File: config.mk
export PLATFORM = sky130hd
export DESIGN_NAME = uart_rx
export DESIGN_NICKNAME = d
export VERILOG_FILES = /design/src/rtl/uart_pkg.sv /design/src/rtl/uart_sync2.sv /design/src/rtl/uart_rx.sv
export SDC_FILE = /design/constraint.sdc
export NUM_CORES = 1
export LEC_CHECK = 0
export CAP_MARGIN = 0
export CORE_UTILIZATION = 47
export DETAILED_ROUTE_END_ITERATION = 12
export PLACE_DENSITY = 0.71
export REMOVE_ABC_BUFFERS = 1
export SLEW_MARGIN = 40
export SYNTH_ARGS = -nofsm -noshare
export SYNTH_HDL_FRONTEND = slang
export SYNTH_SLANG_ARGS = --single-unit
File: constraint.sdc
create_clock -name clk -period 5.34 [get_ports clk]
set_clock_uncertainty 0.15 [all_clocks]
set_input_delay 0.801 -clock clk [delete_from_list [all_inputs] [get_ports clk]]
set_output_delay 0.801 -clock clk [all_outputs]
set_load 0.05 [all_outputs]
File: src/rtl/uart_pkg.sv
// Shared UART definitions: receiver state encoding, default divisor,
// frame constants and a 2-of-3 vote helper.
package uart_pkg;

  typedef enum logic [2:0] {
    ST_IDLE    = 3'd0,
    ST_START   = 3'd1,
    ST_DATA    = 3'd2,
    ST_STOP    = 3'd3,
    ST_WAIT_HI = 3'd4
  } state_t;

  localparam int   DEFAULT_DIV = 434;
  localparam int   DATA_BITS   = 8;
  localparam logic STOP_LEVEL  = 1'b1;

  // 2-of-3 majority vote
  function automatic logic maj3(input logic a, input logic b, input logic c);
    return (a & b) | (a & c) | (b & c);
  endfunction

endpackage

File: src/rtl/uart_sync2.sv
// Two-flop synchronizer for an asynchronous input; both flops reset to 1
// so an idle-high line does not look like activity straight after reset.
module uart_sync2 (
  input  logic clk,
  input  logic rst,
  input  logic i_d,
  output logic o_q
);

  logic r_meta;
  logic r_sync;

  // Two back-to-back flops to settle metastability
  always_ff @(posedge clk) begin
    if (rst) begin
      r_meta <= 1'b1;
      r_sync <= 1'b1;
    end else begin
      r_meta <= i_d;
      r_sync <= r_meta;
    end
  end

  assign o_q = r_sync;

endmodule

File: src/rtl/uart_rx.sv
// UART receiver, 8N1, DIV clocks per bit, mid-bit sampling, byte held
// until the consumer handshakes it.
// Build option: UART_RX_MAJORITY_EN -- when defined, every start/data/stop
// decision is a 2-of-3 vote of the samples at counter values 2, 1 and 0.
module uart_rx
  import uart_pkg::*;
#(
  parameter int DIV = DEFAULT_DIV
) (
  input  logic       clk,
  input  logic       rst,
  input  logic       rxd,
  output logic [7:0] data,
  output logic       out_valid,
  input  logic       out_ready,
  output logic       busy,
  output logic       frame_err,
  output logic       overrun
);

  localparam logic [15:0] LP_RELOAD = 16'(DIV - 1);
  localparam logic [15:0] LP_HALF   = 16'(DIV / 2 - 1);
  localparam logic [2:0]  LP_LAST   = 3'(DATA_BITS - 1);

  logic        w_rx_s;
  logic        w_bit;
  state_t      r_state;
  logic [15:0] r_cnt;
  logic [2:0]  r_idx;
  logic [7:0]  r_shift;
  logic [7:0]  r_data;
  logic        r_valid;
  logic        r_frame_err;
  logic        r_overrun;

  uart_sync2 u_sync (
    .clk (clk),
    .rst (rst),
    .i_d (rxd),
    .o_q (w_rx_s)
  );

`ifdef UART_RX_MAJORITY_EN
  logic r_samp2;
  logic r_samp1;

  // Capture the two early votes just before each decision point
  always_ff @(posedge clk) begin
    if (rst) begin
      r_samp2 <= 1'b1;
      r_samp1 <= 1'b1;
    end else begin
      if (r_cnt == 16'd2) r_samp2 <= w_rx_s;
      if (r_cnt == 16'd1) r_samp1 <= w_rx_s;
    end
  end

  assign w_bit = maj3(r_samp2, r_samp1, w_rx_s);
`else
  assign w_bit = w_rx_s;
`endif

  // Receive FSM with registered data/valid/error outputs
  always_ff @(posedge clk) begin
    if (rst) begin
      r_state     <= ST_IDLE;
      r_cnt       <= 16'd0;
      r_idx       <= 3'd0;
      r_shift     <= 8'd0;
      r_data      <= 8'd0;
      r_valid     <= 1'b0;
      r_frame_err <= 1'b0;
      r_overrun   <= 1'b0;
    end else begin
      r_frame_err <= 1'b0;
      r_overrun   <= 1'b0;
      if (r_valid && out_ready) r_valid <= 1'b0;
      case (r_state)
        ST_IDLE: begin
          if (!w_rx_s) begin
            r_state <= ST_START;
            r_cnt   <= LP_HALF;
          end
        end
        ST_START: begin
          if (r_cnt != 16'd0) begin
            r_cnt <= r_cnt - 16'd1;
          end else if (!w_bit) begin
            r_state <= ST_DATA;
            r_idx   <= 3'd0;
            r_cnt   <= LP_RELOAD;
          end else begin
            r_state <= ST_IDLE;
          end
        end
        ST_DATA: begin
          if (r_cnt != 16'd0) begin
            r_cnt <= r_cnt - 16'd1;
          end else begin
            r_shift <= {w_bit, r_shift[7:1]};
            r_cnt   <= LP_RELOAD;
            if (r_idx == LP_LAST) r_state <= ST_STOP;
            else                  r_idx   <= r_idx + 3'd1;
          end
        end
        ST_STOP: begin
          if (r_cnt != 16'd0) begin
            r_cnt <= r_cnt - 16'd1;
          end else if (w_bit == STOP_LEVEL) begin
            // A load wins over the handshake clear above
            r_state   <= ST_IDLE;
            r_data    <= r_shift;
            r_valid   <= 1'b1;
            r_overrun <= r_valid && !out_ready;
          end else begin
            r_frame_err <= 1'b1;
            r_state     <= ST_WAIT_HI;
          end
        end
        ST_WAIT_HI: begin
          // Hold off until the line recovers so a break cannot retrigger
          if (w_rx_s) r_state <= ST_IDLE;
        end
        default: r_state <= ST_IDLE;
      endcase
    end
  end

  assign data      = r_data;
  assign out_valid = r_valid;
  assign busy      = (r_state != ST_IDLE);
  assign frame_err = r_frame_err;
  assign overrun   = r_overrun;

endmodule

==> flow_metrics.tcl <==
set metrics [dict create \
    status "completed" \
    worst_slew_pin_slew_ns 0.723 \
    critPathKind "reg -> out" \
    clk_latency_ns 0.30 \
    fin_crit_ns 2.89 \
    num_rows 24 \
    fin_tns_setup_ns 0 \
    netlist_area_um2 2110 \
    die_y_um 69.1 \
    p_leak_nw 0.912 \
    drt_iter0_drc 123 \
    grt-ovfl-total 0 \
    area.sequential_um2 861 \
    ys_types 47 \
    dr_total_vias 1751 \
    cts_made_buffers 5 \
    syn2layout_area_growth_pct 13.3 \
    cp-start-kind "flip-flop" \
    multi_input_area_um2 1170 \
    clk_path_buf_depth 2 \
    grt_pass1_vias 1612 \
    vdd_drop_max_uv 183 \
    vias_per_cell 5.86 \
    power.density_nw_per_um2 406 \
    hold_buffers 0 \
    drt-wirelength-per-cell_um 14.7 \
    postCtsSetupRepairBufs 0 \
    synthCells 236 \
    syn_avg_cell_area_um2 8.96 \
    post-route-drc-count 0 \
    finalHoldViolCount 0 \
    end_kind "primary output" \
    die_w_um 69.1 \
    async_reset_ff_frac 0 \
    totalWireLength_um 4390 \
    cts_root_buf "clkbuf_8" \
    hpwl_um 3130 \
    gp_congestion 0.906 \
    die-area_um2 4770 \
    cts_resized 0 \
    arrival_ns 1.94 \
    start_util 0.489 \
    core_area_um2 4320 \
    synth-main-ff-cell "dfxtp_1" \
    grt_max_degree 35 \
    track_usage 0.190 \
    hp-class "reg -> reg" \
    cts_tree "yes" \
    totalPowerFinal_mw 0.972 \
    ys_ff_latch 43 \
    drive_above_1_share 0.0891 \
    numPortBuffers 15 \
    maxSlewHeadroom 0.515 \
    period_share 0.541 \
    pre_cts_ws_ns 2.71 \
    maxSlewViolCount 0 \
    antenna_left 0 \
    grt_setup_unrepaired "no" \
    yosys_warnings 0 \
    maxCapViolCount 0 \
    crit_fanout 14 \
    fillers 408 \
    cts.sinks 43 \
    synth_edf_count 0 \
    antenna_found_initial 0 \
    insertedDiodeCount 0 \
    ys_seq_area_frac 0.407 \
    grt_pass1_wl_um 7350 \
    fmax_ghz 0.346 \
    clk_pin_slew_ns 0.08 \
    dr.pass1.iters 4 \
    worst_slack_ns 2.45 \
    nets 254 \
    setup_viol 0 \
    finish.utilization 0.554 \
    num_io_pins 16 \
    cp.required_ns 4.39 \
    htree_levels 2 \
]
-- flip-flops by register name (all words and copies together) (netlist names) --
signal,count
overrun,1
out_valid,1
data,8
r_cnt,16
frame_err,1
r_shift,8
u_sync.r_meta,1
r_idx,3
r_state,3
u_sync.o_q,1
-- per-stage QoR --
step / cells / cell area (um2) / hold WS [ns]
final: 299 / 2400 / 0.263
after CTS: 299 / 2400 / 0.266
after global placement: 291 / 2270 / 0.243
after detailed placement: 291 / 2270 / 0.244
after global routing: 299 / 2400 / 0.283
after floorplan: 223 / 2050 / 0.239
-- power breakdown --
group          internal [mW]  switching [mW]
Clock                  0.154           0.114
Combinational          0.118           0.203
Sequential             0.345          0.0382
Total                  0.617           0.356
-- cell usage after synthesis (3+ instances only) --
cell type / instances / share of area
dfxtp_1: 43 / 0.41
nor2_1: 36 / 0.064
mux2i_1: 20 / 0.095
nand2_1: 13 / 0.023
a21oi_1: 11 / 0.026
nor3_1: 9 / 0.021
o21ai_0: 9 / 0.021
clkbuf_1: 8 / 0.014
nand2b_1: 7 / 0.021
nand3_1: 7 / 0.017
or3_1: 7 / 0.021
inv_1: 6 / 0.011
a21o_1: 5 / 0.018
a31oi_1: 5 / 0.015
a311oi_1: 4 / 0.017
ha_1: 4 / 0.024
nor4_1: 3 / 0.0089
-- final timing paths --
check / startpoint / endpoint / slack [ns] / cells after the start
setup / recovery: r_state[2] / busy / 2.45 / 2
hold / removal: u_sync.r_meta / u_sync.o_q / 0.26 / 1
setup reg to reg: r_cnt[0] / r_cnt[5] / 2.91 / 7
hold reg to reg: u_sync.r_meta / u_sync.o_q / 0.26 / 1
-- cell type report --
type                    count  share of cell area
inverters                   6             0.00940
flip-flops and latches     43               0.359
clock buffers               6              0.0345
clock inverters             2              0.0162
well taps                  52              0.0272
repair buffers             16              0.0658
multi-input cells         174               0.488
-- per-layer routing --
metal,routed length [um],vias to the layer above,track usage
met3,192,7,0.0351
met4,48,0,0.0635
met1,2100,830,0.250
li1,-,873,-
met5,0,-,0
met2,2050,41,0.311
-- worst max-delay path, stage by stage (launching register included) --
cell,delay [ns]
dfxtp_1,0.63
or3_1,0.21
clkdlybuf4s50_1,0.80
-- cells in the final DEF, fill, tap and decap left out, types with 2 or more instances in the layout --
cell,instances
nor2_1,36
nor4_4,2
a21o_1,5
o311ai_0,2
ha_1,4
clkbuf_8,6
nor3b_1,2
nand3_1,7
nand2b_1,7
a21oi_1,11
dfxtp_1,43
a211oi_1,2
a31oi_1,5
inv_1,6
a311oi_1,4
clkdlybuf4s50_1,15
mux2i_1,20
nand2_1,13
or3_1,7
nand4_1,2
o22ai_1,2
a221oi_2,2
nor4_1,3
or2_2,2
o21ai_0,9
nor3_1,9
-- cells by family after synthesis --
| kind of cell | synth area share |
|---|---|
| adders and majority gates | 0.0237 |
| buffers and inverters | 0.0402 |
| and+or+nand+nor | 0.262 |
| DFF | 0.407 |
| AOI/OAI and AO/OA | 0.169 |
| muxes | 0.0947 |
| xor gates and xnor gates | 0.00414 |
(Power assumes the default switching activity.)
